==> src/rtl/branch_predictor_pkg.sv <==
// Shared types and constants for the fetch-side branch predictor.
// Counter encodings, FSM states and PC slice positions.
package bp_pkg;

    localparam logic [1:0] CTR_SNT = 2'b00;
    localparam logic [1:0] CTR_WNT = 2'b01;
    localparam logic [1:0] CTR_WT = 2'b10;
    localparam logic [1:0] CTR_ST = 2'b11;
    localparam logic [1:0] CTR_ALLOC = CTR_WT;

    // Word-aligned PCs: the low two bits never select an entry.
    localparam int PC_IDX_LSB = 2;

    typedef enum logic {
        INIT,
        READY
    } bp_state_e;

endpackage

==> src/rtl/branch_predictor_if.sv <==
// Fetch, prediction and resolution-update bundle of the predictor.
// master = fetch/execute side, slave = predictor.
interface bp_if #(
    parameter int XLEN = 32
);
    logic            fetch_valid;
    logic [XLEN-1:0] fetch_pc;
    logic            pred_valid;
    logic            pred_taken;
    logic [XLEN-1:0] pred_target;
    logic            pred_hit;
    logic            update_valid;
    logic [XLEN-1:0] update_pc;
    logic            update_taken;
    logic [XLEN-1:0] update_target;
    logic            init_done;

    modport master (
        output fetch_valid,
        output fetch_pc,
        input  pred_valid,
        input  pred_taken,
        input  pred_target,
        input  pred_hit,
        output update_valid,
        output update_pc,
        output update_taken,
        output update_target,
        input  init_done
    );

    modport slave (
        input  fetch_valid,
        input  fetch_pc,
        output pred_valid,
        output pred_taken,
        output pred_target,
        output pred_hit,
        input  update_valid,
        input  update_pc,
        input  update_taken,
        input  update_target,
        output init_done
    );
endinterface

==> src/rtl/branch_predictor_sat_counter2.sv <==
// 2-bit saturating counter next-value logic.
// Taken counts up to strong-T, not-taken down to strong-NT.
module sat_counter2
    import bp_pkg::*;
(
    input  logic [1:0] ctr,
    input  logic       taken,
    output logic [1:0] ctr_next
);

    // Saturate at either end, otherwise step by one.
    always_comb begin
        ctr_next = ctr;
        unique case (1'b1)
            taken && (ctr != CTR_ST): ctr_next = ctr + 2'd1;
            !taken && (ctr != CTR_SNT): ctr_next = ctr - 2'd1;
            default: ctr_next = ctr;
        endcase
    end

endmodule

==> src/rtl/branch_predictor.sv <==
// Direct-mapped branch predictor: valid/tag/target/2-bit counter per entry.
// Registered lookup at fetch, trained by resolution updates.
module branch_predictor
    import bp_pkg::*;
#(
    parameter int XLEN = 32,
    parameter int INDEX_BITS = 6,
    parameter int TAG_BITS = 8
) (
    input logic clk,
    input logic rst,
    bp_if.slave bp
);

    localparam int ENTRIES = 1 << INDEX_BITS;
    localparam int IDX_MSB = INDEX_BITS + PC_IDX_LSB - 1;
    localparam int TAG_LSB = INDEX_BITS + PC_IDX_LSB;
    localparam int TAG_MSB = TAG_LSB + TAG_BITS - 1;
    localparam logic [XLEN-1:0] PC_STEP = XLEN'(4);

    logic                  valid_q [ENTRIES];
    logic [TAG_BITS-1:0]   tag_q   [ENTRIES];
    logic [XLEN-1:0]       tgt_q   [ENTRIES];
    logic [1:0]            ctr_q   [ENTRIES];

    bp_state_e             state_q;
    bp_state_e             state_d;
    logic [INDEX_BITS-1:0] init_idx_q;
    logic                  init_done_q;
    logic                  ready;

    logic [INDEX_BITS-1:0] f_idx;
    logic [TAG_BITS-1:0]   f_tag;
    logic                  f_hit;
    logic                  f_taken;
    logic [XLEN-1:0]       f_target;

    logic [INDEX_BITS-1:0] u_idx;
    logic [TAG_BITS-1:0]   u_tag;
    logic                  u_hit;
    logic [1:0]            u_ctr_next;

    logic                  pred_valid_q;
    logic                  pred_taken_q;
    logic [XLEN-1:0]       pred_target_q;
    logic                  pred_hit_q;

    logic                  unused_pc_bits;

    assign f_idx = bp.fetch_pc[IDX_MSB:PC_IDX_LSB];
    assign f_tag = bp.fetch_pc[TAG_MSB:TAG_LSB];
    assign u_idx = bp.update_pc[IDX_MSB:PC_IDX_LSB];
    assign u_tag = bp.update_pc[TAG_MSB:TAG_LSB];
    assign ready = (state_q == READY);

    assign unused_pc_bits = ^{bp.fetch_pc[PC_IDX_LSB-1:0],
                              bp.update_pc[PC_IDX_LSB-1:0],
                              bp.fetch_pc[XLEN-1:TAG_MSB+1],
                              bp.update_pc[XLEN-1:TAG_MSB+1]};

    // Lookup against pre-update contents; the table is empty until READY.
    assign f_hit = ready && valid_q[f_idx] && (tag_q[f_idx] == f_tag);
    assign f_taken = f_hit && ctr_q[f_idx][1];
    assign f_target = f_taken ? tgt_q[f_idx] : bp.fetch_pc + PC_STEP;

    assign u_hit = valid_q[u_idx] && (tag_q[u_idx] == u_tag);

    sat_counter2 u_ctr (
        .ctr      (ctr_q[u_idx]),
        .taken    (bp.update_taken),
        .ctr_next (u_ctr_next)
    );

    // Next-state: sweep the table once, then stay ready until reset.
    always_comb begin
        state_d = state_q;
        unique case (state_q)
            INIT: if (init_idx_q == '1) state_d = READY;
            READY: state_d = READY;
            default: state_d = INIT;
        endcase
    end

    // FSM state, clear pointer and init_done flag.
    always_ff @(posedge clk) begin
        if (rst) begin
            state_q <= INIT;
            init_idx_q <= '0;
            init_done_q <= 1'b0;
        end else begin
            state_q <= state_d;
            if (state_q == INIT) init_idx_q <= init_idx_q + 1'b1;
            init_done_q <= (state_d == READY);
        end
    end

    // Table storage: clear sweep during INIT, training once READY.
    always_ff @(posedge clk) begin
        if (!rst) begin
            if (!ready) begin
                valid_q[init_idx_q] <= 1'b0;
            end else if (bp.update_valid) begin
                if (u_hit) begin
                    ctr_q[u_idx] <= u_ctr_next;
                    if (bp.update_taken) tgt_q[u_idx] <= bp.update_target;
                end else if (bp.update_taken) begin
                    valid_q[u_idx] <= 1'b1;
                    tag_q[u_idx] <= u_tag;
                    tgt_q[u_idx] <= bp.update_target;
                    ctr_q[u_idx] <= CTR_ALLOC;
                end
            end
        end
    end

    // Registered prediction; outputs hold while no lookup is requested.
    always_ff @(posedge clk) begin
        if (rst) begin
            pred_valid_q <= 1'b0;
            pred_taken_q <= 1'b0;
            pred_target_q <= '0;
            pred_hit_q <= 1'b0;
        end else begin
            pred_valid_q <= bp.fetch_valid;
            if (bp.fetch_valid) begin
                pred_taken_q <= f_taken;
                pred_target_q <= f_target;
                pred_hit_q <= f_hit;
            end
        end
    end

    assign bp.pred_valid = pred_valid_q;
    assign bp.pred_taken = pred_taken_q;
    assign bp.pred_target = pred_target_q;
    assign bp.pred_hit = pred_hit_q;
    assign bp.init_done = init_done_q;

endmodule

==> src/flat_wrapper.sv <==
// flat-port wrapper written by rule: the top's interface ports become plain ports
module branch_predictor_flat import bp_pkg::*;
#(
    parameter int XLEN = 32,
    parameter int INDEX_BITS = 6,
    parameter int TAG_BITS = 8
)
  (clk, rst, bp_fetch_valid, bp_fetch_pc, bp_pred_valid, bp_pred_taken, bp_pred_target, bp_pred_hit, bp_update_valid, bp_update_pc, bp_update_taken, bp_update_target, bp_init_done);
  bp_if #(.XLEN(XLEN)) bp_i ();
  input logic clk;
  input logic rst;
  input wire logic [$bits(bp_i.fetch_valid)-1:0] bp_fetch_valid;
  input wire logic [$bits(bp_i.fetch_pc)-1:0] bp_fetch_pc;
  output wire logic [$bits(bp_i.pred_valid)-1:0] bp_pred_valid;
  output wire logic [$bits(bp_i.pred_taken)-1:0] bp_pred_taken;
  output wire logic [$bits(bp_i.pred_target)-1:0] bp_pred_target;
  output wire logic [$bits(bp_i.pred_hit)-1:0] bp_pred_hit;
  input wire logic [$bits(bp_i.update_valid)-1:0] bp_update_valid;
  input wire logic [$bits(bp_i.update_pc)-1:0] bp_update_pc;
  input wire logic [$bits(bp_i.update_taken)-1:0] bp_update_taken;
  input wire logic [$bits(bp_i.update_target)-1:0] bp_update_target;
  output wire logic [$bits(bp_i.init_done)-1:0] bp_init_done;
  assign bp_i.fetch_valid = bp_fetch_valid;
  assign bp_i.fetch_pc = bp_fetch_pc;
  assign bp_pred_valid = bp_i.pred_valid;
  assign bp_pred_taken = bp_i.pred_taken;
  assign bp_pred_target = bp_i.pred_target;
  assign bp_pred_hit = bp_i.pred_hit;
  assign bp_i.update_valid = bp_update_valid;
  assign bp_i.update_pc = bp_update_pc;
  assign bp_i.update_taken = bp_update_taken;
  assign bp_i.update_target = bp_update_target;
  assign bp_init_done = bp_i.init_done;
  branch_predictor #(.XLEN(XLEN), .INDEX_BITS(INDEX_BITS), .TAG_BITS(TAG_BITS)) u_core (.clk(clk), .rst(rst), .bp(bp_i));
endmodule
==> config.mk <==
export PLATFORM = sky130hd
export DESIGN_NAME = branch_predictor_flat
export DESIGN_NICKNAME = d
export VERILOG_FILES = /design/src/rtl/branch_predictor_pkg.sv /design/src/rtl/branch_predictor_if.sv /design/src/rtl/branch_predictor_sat_counter2.sv /design/src/rtl/branch_predictor.sv /design/src/flat_wrapper.sv
export SDC_FILE = /design/constraint.sdc
export NUM_CORES = 2
export LEC_CHECK = 0
export CAP_MARGIN = 20
export CORE_AREA = 2 2 407 571
export DETAILED_ROUTE_END_ITERATION = 16
export DIE_AREA = 0 0 409 573
export DONT_BUFFER_PORTS = 1
export GPL_ROUTABILITY_DRIVEN = 0
export PLACE_DENSITY = 0.67
export SYNTH_ARGS = -nofsm -noshare
export SYNTH_HDL_FRONTEND = slang
export SYNTH_SLANG_ARGS = --single-unit
==> constraint.sdc <==
create_clock -name clk -period 8.2 [get_ports clk]
set_input_delay 0.41 -clock clk [delete_from_list [all_inputs] [get_ports clk]]
set_output_delay 0.41 -clock clk [all_outputs]
set_load 0.005 [all_outputs]
==> flow_summary.html <==
<table>
<tr><th>Metric</th><th>Value</th></tr>
<tr><th colspan="2">Synth</th></tr>
<tr><td>Gate Count Post-Synth</td><td>5474</td></tr>
<tr><td>Mean instance size in the synthesized netlist</td><td>20.8 sq um</td></tr>
<tr><td>Part of the Yosys area used for sequential elements</td><td>73.2%</td></tr>
<tr><td>Synthesis-stage register bit count</td><td>2794</td></tr>
<tr><td>Net count after synthesis</td><td>5577</td></tr>
<tr><td>Post-Syn Area</td><td>114000 sq um</td></tr>
<tr><td>Top FF cell, synth</td><td>sky130_fd_sc_hd__edfxtp_1</td></tr>
<tr><td>Leading cell type by number of instances after synthesis</td><td>sky130_fd_sc_hd__edfxtp_1</td></tr>
<tr><td>Share of the synthesized area in the top cell type</td><td>72.4%</td></tr>
<tr><td>Number of warnings reported in the yosys synthesis log</td><td>0</td></tr>
<tr><td>Leading post-synthesis cells by cell area</td><td>sky130_fd_sc_hd__edfxtp_1 (72%), sky130_fd_sc_hd__mux4_2 (17%), sky130_fd_sc_hd__mux2i_1 (1.3%), sky130_fd_sc_hd__nor2_1 (1.1%), sky130_fd_sc_hd__dfxtp_1 (0.74%)</td></tr>
<tr><td>Distinct cells, synth</td><td>90</td></tr>
<tr><td>Commonest cells in the netlist</td><td>sky130_fd_sc_hd__edfxtp_1 (2752), sky130_fd_sc_hd__mux4_2 (853), sky130_fd_sc_hd__nor2_1 (339)</td></tr>
<tr><td>Proportion of synthesized flip-flops having asynchronous set or reset</td><td>0%</td></tr>
<tr><td>Number of enable flip-flop cells after synthesis</td><td>2752</td></tr>
<tr><td>Most area-hungry cell type in the Yosys netlist</td><td>sky130_fd_sc_hd__edfxtp_1</td></tr>
<tr><th colspan="2">Power and ir drop</th></tr>
<tr><td>Overall power after layout</td><td>29.6 mW</td></tr>
<tr><td>Worst IR Drop VDD</td><td>0.000184 V</td></tr>
<tr><td>Pleak</td><td>39.8 nW</td></tr>
<tr><td>Total power density per cell area</td><td>231 nW/um^2</td></tr>
<tr><th colspan="2">Timing</th></tr>
<tr><td>Worst relative slew slack</td><td>-120%</td></tr>
<tr><td>Worst Tran Pin Value</td><td>3300 ps</td></tr>
<tr><td>Setup_tns</td><td>0 ps</td></tr>
<tr><td>Final setup slack of the worst path</td><td>2210 ps</td></tr>
<tr><td>Final count of hold timing violations</td><td>0</td></tr>
<tr><td>Setup skew after layout</td><td>54.1 ps</td></tr>
<tr><td>RSZ-0062 raised after global routing</td><td>no</td></tr>
<tr><td>Max Slew Vio Count</td><td>505</td></tr>
<tr><td>Number of setup violations in the final report</td><td>0</td></tr>
<tr><td>Peak clock frequency supported by timing</td><td>0.167 GHz</td></tr>
<tr><td>Period utilisation layout</td><td>73.0%</td></tr>
<tr><td>Final critical-path required period</td><td>5990 ps</td></tr>
<tr><th colspan="2">Route</th></tr>
<tr><td>Iter 0 DRT Violations</td><td>9029</td></tr>
<tr><td>Residual antenna-violating net count after detailed routing</td><td>0</td></tr>
<tr><td>Drt pass-1 iters</td><td>12</td></tr>
<tr><td>Final WL</td><td>340000 microns</td></tr>
<tr><td>DRC violation count after routing</td><td>0</td></tr>
<tr><td>Routed length per placed instance</td><td>38.2 microns</td></tr>
<tr><td>Count of vias placed by the detailed router</td><td>61200</td></tr>
<tr><td>Routed via count divided by cell count</td><td>6.88</td></tr>
<tr><th colspan="2">Global routing</th></tr>
<tr><td>Met2 usage</td><td>45.0%</td></tr>
<tr><td>Global-route wire length before repair</td><td>468000 microns</td></tr>
<tr><td>Grt met3 use</td><td>7.86%</td></tr>
<tr><td>Via count of the first global-routing pass</td><td>60900</td></tr>
<tr><td>Layer with the highest usage</td><td>met2</td></tr>
<tr><td>Routing usage on met1</td><td>36.3%</td></tr>
<tr><td>Maximum number of pins on one net before global-route repair</td><td>662</td></tr>
<tr><td>GR Util All Layers</td><td>28.6%</td></tr>
<tr><td>Number of antenna violations at the first check in global routing</td><td>10</td></tr>
<tr><td>Overall overflow remaining after global route</td><td>0</td></tr>
<tr><th colspan="2">Layout</th></tr>
<tr><td>Total of fill cells in the finished design</td><td>16800</td></tr>
<tr><td>Post-route cell area</td><td>128000 sq um</td></tr>
<tr><td>Number of non-filler instances in the completed layout</td><td>8903</td></tr>
<tr><td>Final-stage net count</td><td>5740</td></tr>
<tr><td>Synth-to-layout area growth</td><td>12.4%</td></tr>
<tr><td>Share of post-route cells with drive strength above 1</td><td>27.2%</td></tr>
<tr><th colspan="2">Placement</th></tr>
<tr><td>HPWL after detailed placement</td><td>175000 microns</td></tr>
<tr><td>Setup Slack @ Placement</td><td>2280 ps</td></tr>
<tr><td>Count of port buffers added during placement</td><td>0</td></tr>
<tr><td>Placed standard-cell area</td><td>118000 sq um</td></tr>
<tr><td>Dpl cells</td><td>8292</td></tr>
<tr><th colspan="2">Worst setup path</th></tr>
<tr><td>Critical Path Fanout Max</td><td>46</td></tr>
<tr><td>Worst endpoint required time</td><td>8630 ps</td></tr>
<tr><td>Arrival time of data at the critical path endpoint</td><td>6420 ps</td></tr>
<tr><td>Path type of the worst setup path</td><td>reg2reg</td></tr>
<tr><td>Sort of element at the end of the critical path</td><td>flip-flop</td></tr>
<tr><td>Startpoint type of the worst setup path</td><td>flip-flop</td></tr>
<tr><th colspan="2">Clock network</th></tr>
<tr><td>CTS Root Cell</td><td>sky130_fd_sc_hd__clkbuf_16</td></tr>
<tr><td>Number of buffers created by CTS</td><td>274</td></tr>
<tr><td>Number of hold buffers added after CTS</td><td>108</td></tr>
<tr><td>CTS tree</td><td>built</td></tr>
<tr><td>CTS HTree Levels</td><td>5</td></tr>
<tr><td>Largest buffer count on any clock path</td><td>4</td></tr>
<tr><td>Post-cts repair resize count</td><td>0</td></tr>
<tr><td>Clk Latency, worst-skew pair</td><td>860 ps</td></tr>
<tr><td>Clock Pin Slew Worst Setup and Hold Paths</td><td>60 ps</td></tr>
<tr><td>Number of buffers inserted to repair setup after CTS</td><td>0</td></tr>
<tr><td>Sink count of the clock tree</td><td>2794</td></tr>
<tr><th colspan="2">Status</th></tr>
<tr><td>Violated checks</td><td>max-slew violations</td></tr>
<tr><td>Status</td><td>finished, violations left</td></tr>
<tr><th colspan="2">Floorplanning</th></tr>
<tr><td>Horizontal extent of the die</td><td>409 microns</td></tr>
<tr><td>Die area</td><td>234000 sq um</td></tr>
<tr><td>Boundary pin count</td><td>137</td></tr>
<tr><td>Count of standard-cell rows</td><td>208</td></tr>
<tr><td>Die height</td><td>573 microns</td></tr>
<tr><td>Placeable Area</td><td>229000 sq um</td></tr>
<tr><td>Starting density of the core</td><td>49.9%</td></tr>
<tr><th colspan="2">Worst hold path</th></tr>
<tr><td>Hold Crit Class</td><td>in2reg</td></tr>
<tr><th colspan="2">Job</th></tr>
<tr><td>Max-capacitance violation count</td><td>0</td></tr>
</table>
[worst paths after layout]
| check | startpoint | to | slack [ps] | cells after the start |
|---|---|---|---|---|
| max | u_core.tag_q[18][4]$_DFFE_PP_ | u_core.tag_q[45][1]$_DFFE_PP_ | 2210 | 11 |
| min | bp_fetch_valid | u_core.bp.pred_target[5]$_SDFFE_PP0P_ | 60 | 2 |
| max reg2reg | u_core.tag_q[18][4]$_DFFE_PP_ | u_core.tag_q[45][1]$_DFFE_PP_ | 2210 | 11 |
| min reg2reg | u_core.bp.pred_target[22]$_SDFFE_PP0P_ | u_core.bp.pred_target[22]$_SDFFE_PP0P_ | 490 | 2 |
[per-stage QoR]
stage | hold slack [ps] | utilization, %
finish | 57.3 | 56.1
global route | 25.8 | 56.1
CTS | 0.0160 | 56.0
detailed placement | 486 | 51.5
global placement | 481 | 51.5
floorplan | 462 | -
[where the power goes]
part	switching (mW)	internal (mW)	leakage [nW]	total, mW
combinational	0.854	0.704	10.4	1.56
sequential	0.0199	15.7	25.2	15.7
clock	5.38	6.97	4.20	12.3
total	6.26	23.4	39.8	29.6
[layer usage]
| metal | routed length, microns | share of wire [%] |
|---|---|---|
| met1 | 118000 | 35 |
| met2 | 160000 | 47 |
| met3 | 39000 | 11 |
| met4 | 23000 | 6.8 |
| met5 | 37 | 0.011 |
[layout by cell type (no fill, tap or decap), types with 28 or more instances in the layout]
cell | Yosys | final
sky130_fd_sc_hd__mux2_2 | 61 | 61
sky130_fd_sc_hd__a22o_1 | 30 | 30
sky130_fd_sc_hd__nor2b_1 | 33 | 30
sky130_fd_sc_hd__nor2_1 | 339 | 271
sky130_fd_sc_hd__o22ai_1 | 81 | 81
sky130_fd_sc_hd__nand3_1 | 58 | 58
sky130_fd_sc_hd__mux2i_1 | 150 | 150
sky130_fd_sc_hd__nand2_1 | 104 | 104
sky130_fd_sc_hd__nor2_4 | 0 | 66
sky130_fd_sc_hd__buf_12 | 0 | 28
sky130_fd_sc_hd__a221o_1 | 28 | 28
sky130_fd_sc_hd__dlygate4sd3_1 | 0 | 66
sky130_fd_sc_hd__a22oi_1 | 66 | 66
sky130_fd_sc_hd__clkinv_2 | 0 | 43
sky130_fd_sc_hd__clkbuf_16 | 0 | 283
sky130_fd_sc_hd__a21oi_1 | 63 | 62
sky130_fd_sc_hd__buf_4 | 26 | 130
sky130_fd_sc_hd__a221oi_1 | 39 | 39
sky130_fd_sc_hd__mux4_2 | 853 | 853
sky130_fd_sc_hd__clkinv_1 | 2 | 47
sky130_fd_sc_hd__edfxtp_1 | 2752 | 2752
sky130_fd_sc_hd__dfxtp_1 | 42 | 42
sky130_fd_sc_hd__clkbuf_1 | 165 | 60
[final cells by class]
class,instances,area (sq um),share of cell area (%)
inverters,15,66.3,0.0517
clock buffers,352,7430,5.79
diodes,14,35.0,0.0273
clock inverters,131,1160,0.906
multi-input cells,2307,29500,23.0
well taps,3045,3810,2.97
flip-flops and latches,2794,83500,65.1
repair buffers,245,2740,2.13
[cells by family (layout without fill, tap and decap cells)]
family / after synthesis / in the layout / synth area share (%)
adder cells (fa/ha/maj): 4 / 4 / 0.0395
XOR/XNOR: 40 / 40 / 0.307
flip-flops: 2794 / 2794 / 73.2
buffers and inverters: 373 / 743 / 1.43
other: 0 / 14 / 0
AND/OR/NAND/NOR: 692 / 692 / 2.87
multiplexers: 1079 / 1079 / 18.9
AO/OA/AOI/OAI: 492 / 492 / 3.28
[registers in the layout (all words and copies together) (netlist names)]
register / flops
u_core.tgt_q: 2048
u_core.tag_q: 512
u_core.ctr_q: 128
u_core.valid_q: 64
u_core.bp.pred_target: 32
u_core.init_idx_q: 6
u_core.bp.pred_hit: 1
u_core.bp.pred_taken: 1
u_core.bp.pred_valid: 1
u_core.ready: 1
[worst max-delay path, cell delays in order, from the launching register on]
cell and delay, ps:
sky130_fd_sc_hd__edfxtp_1 380, sky130_fd_sc_hd__mux2_2 270, sky130_fd_sc_hd__a221oi_1 260, sky130_fd_sc_hd__a21oi_1 90
sky130_fd_sc_hd__o21ai_0 360, sky130_fd_sc_hd__nor4b_1 710, sky130_fd_sc_hd__a21boi_0 230, sky130_fd_sc_hd__o221ai_2 730
sky130_fd_sc_hd__o21ai_4 340, sky130_fd_sc_hd__inv_2 870, sky130_fd_sc_hd__nand2_1 390, sky130_fd_sc_hd__nor2_1 900
Power figures use the tool's default switching activity.
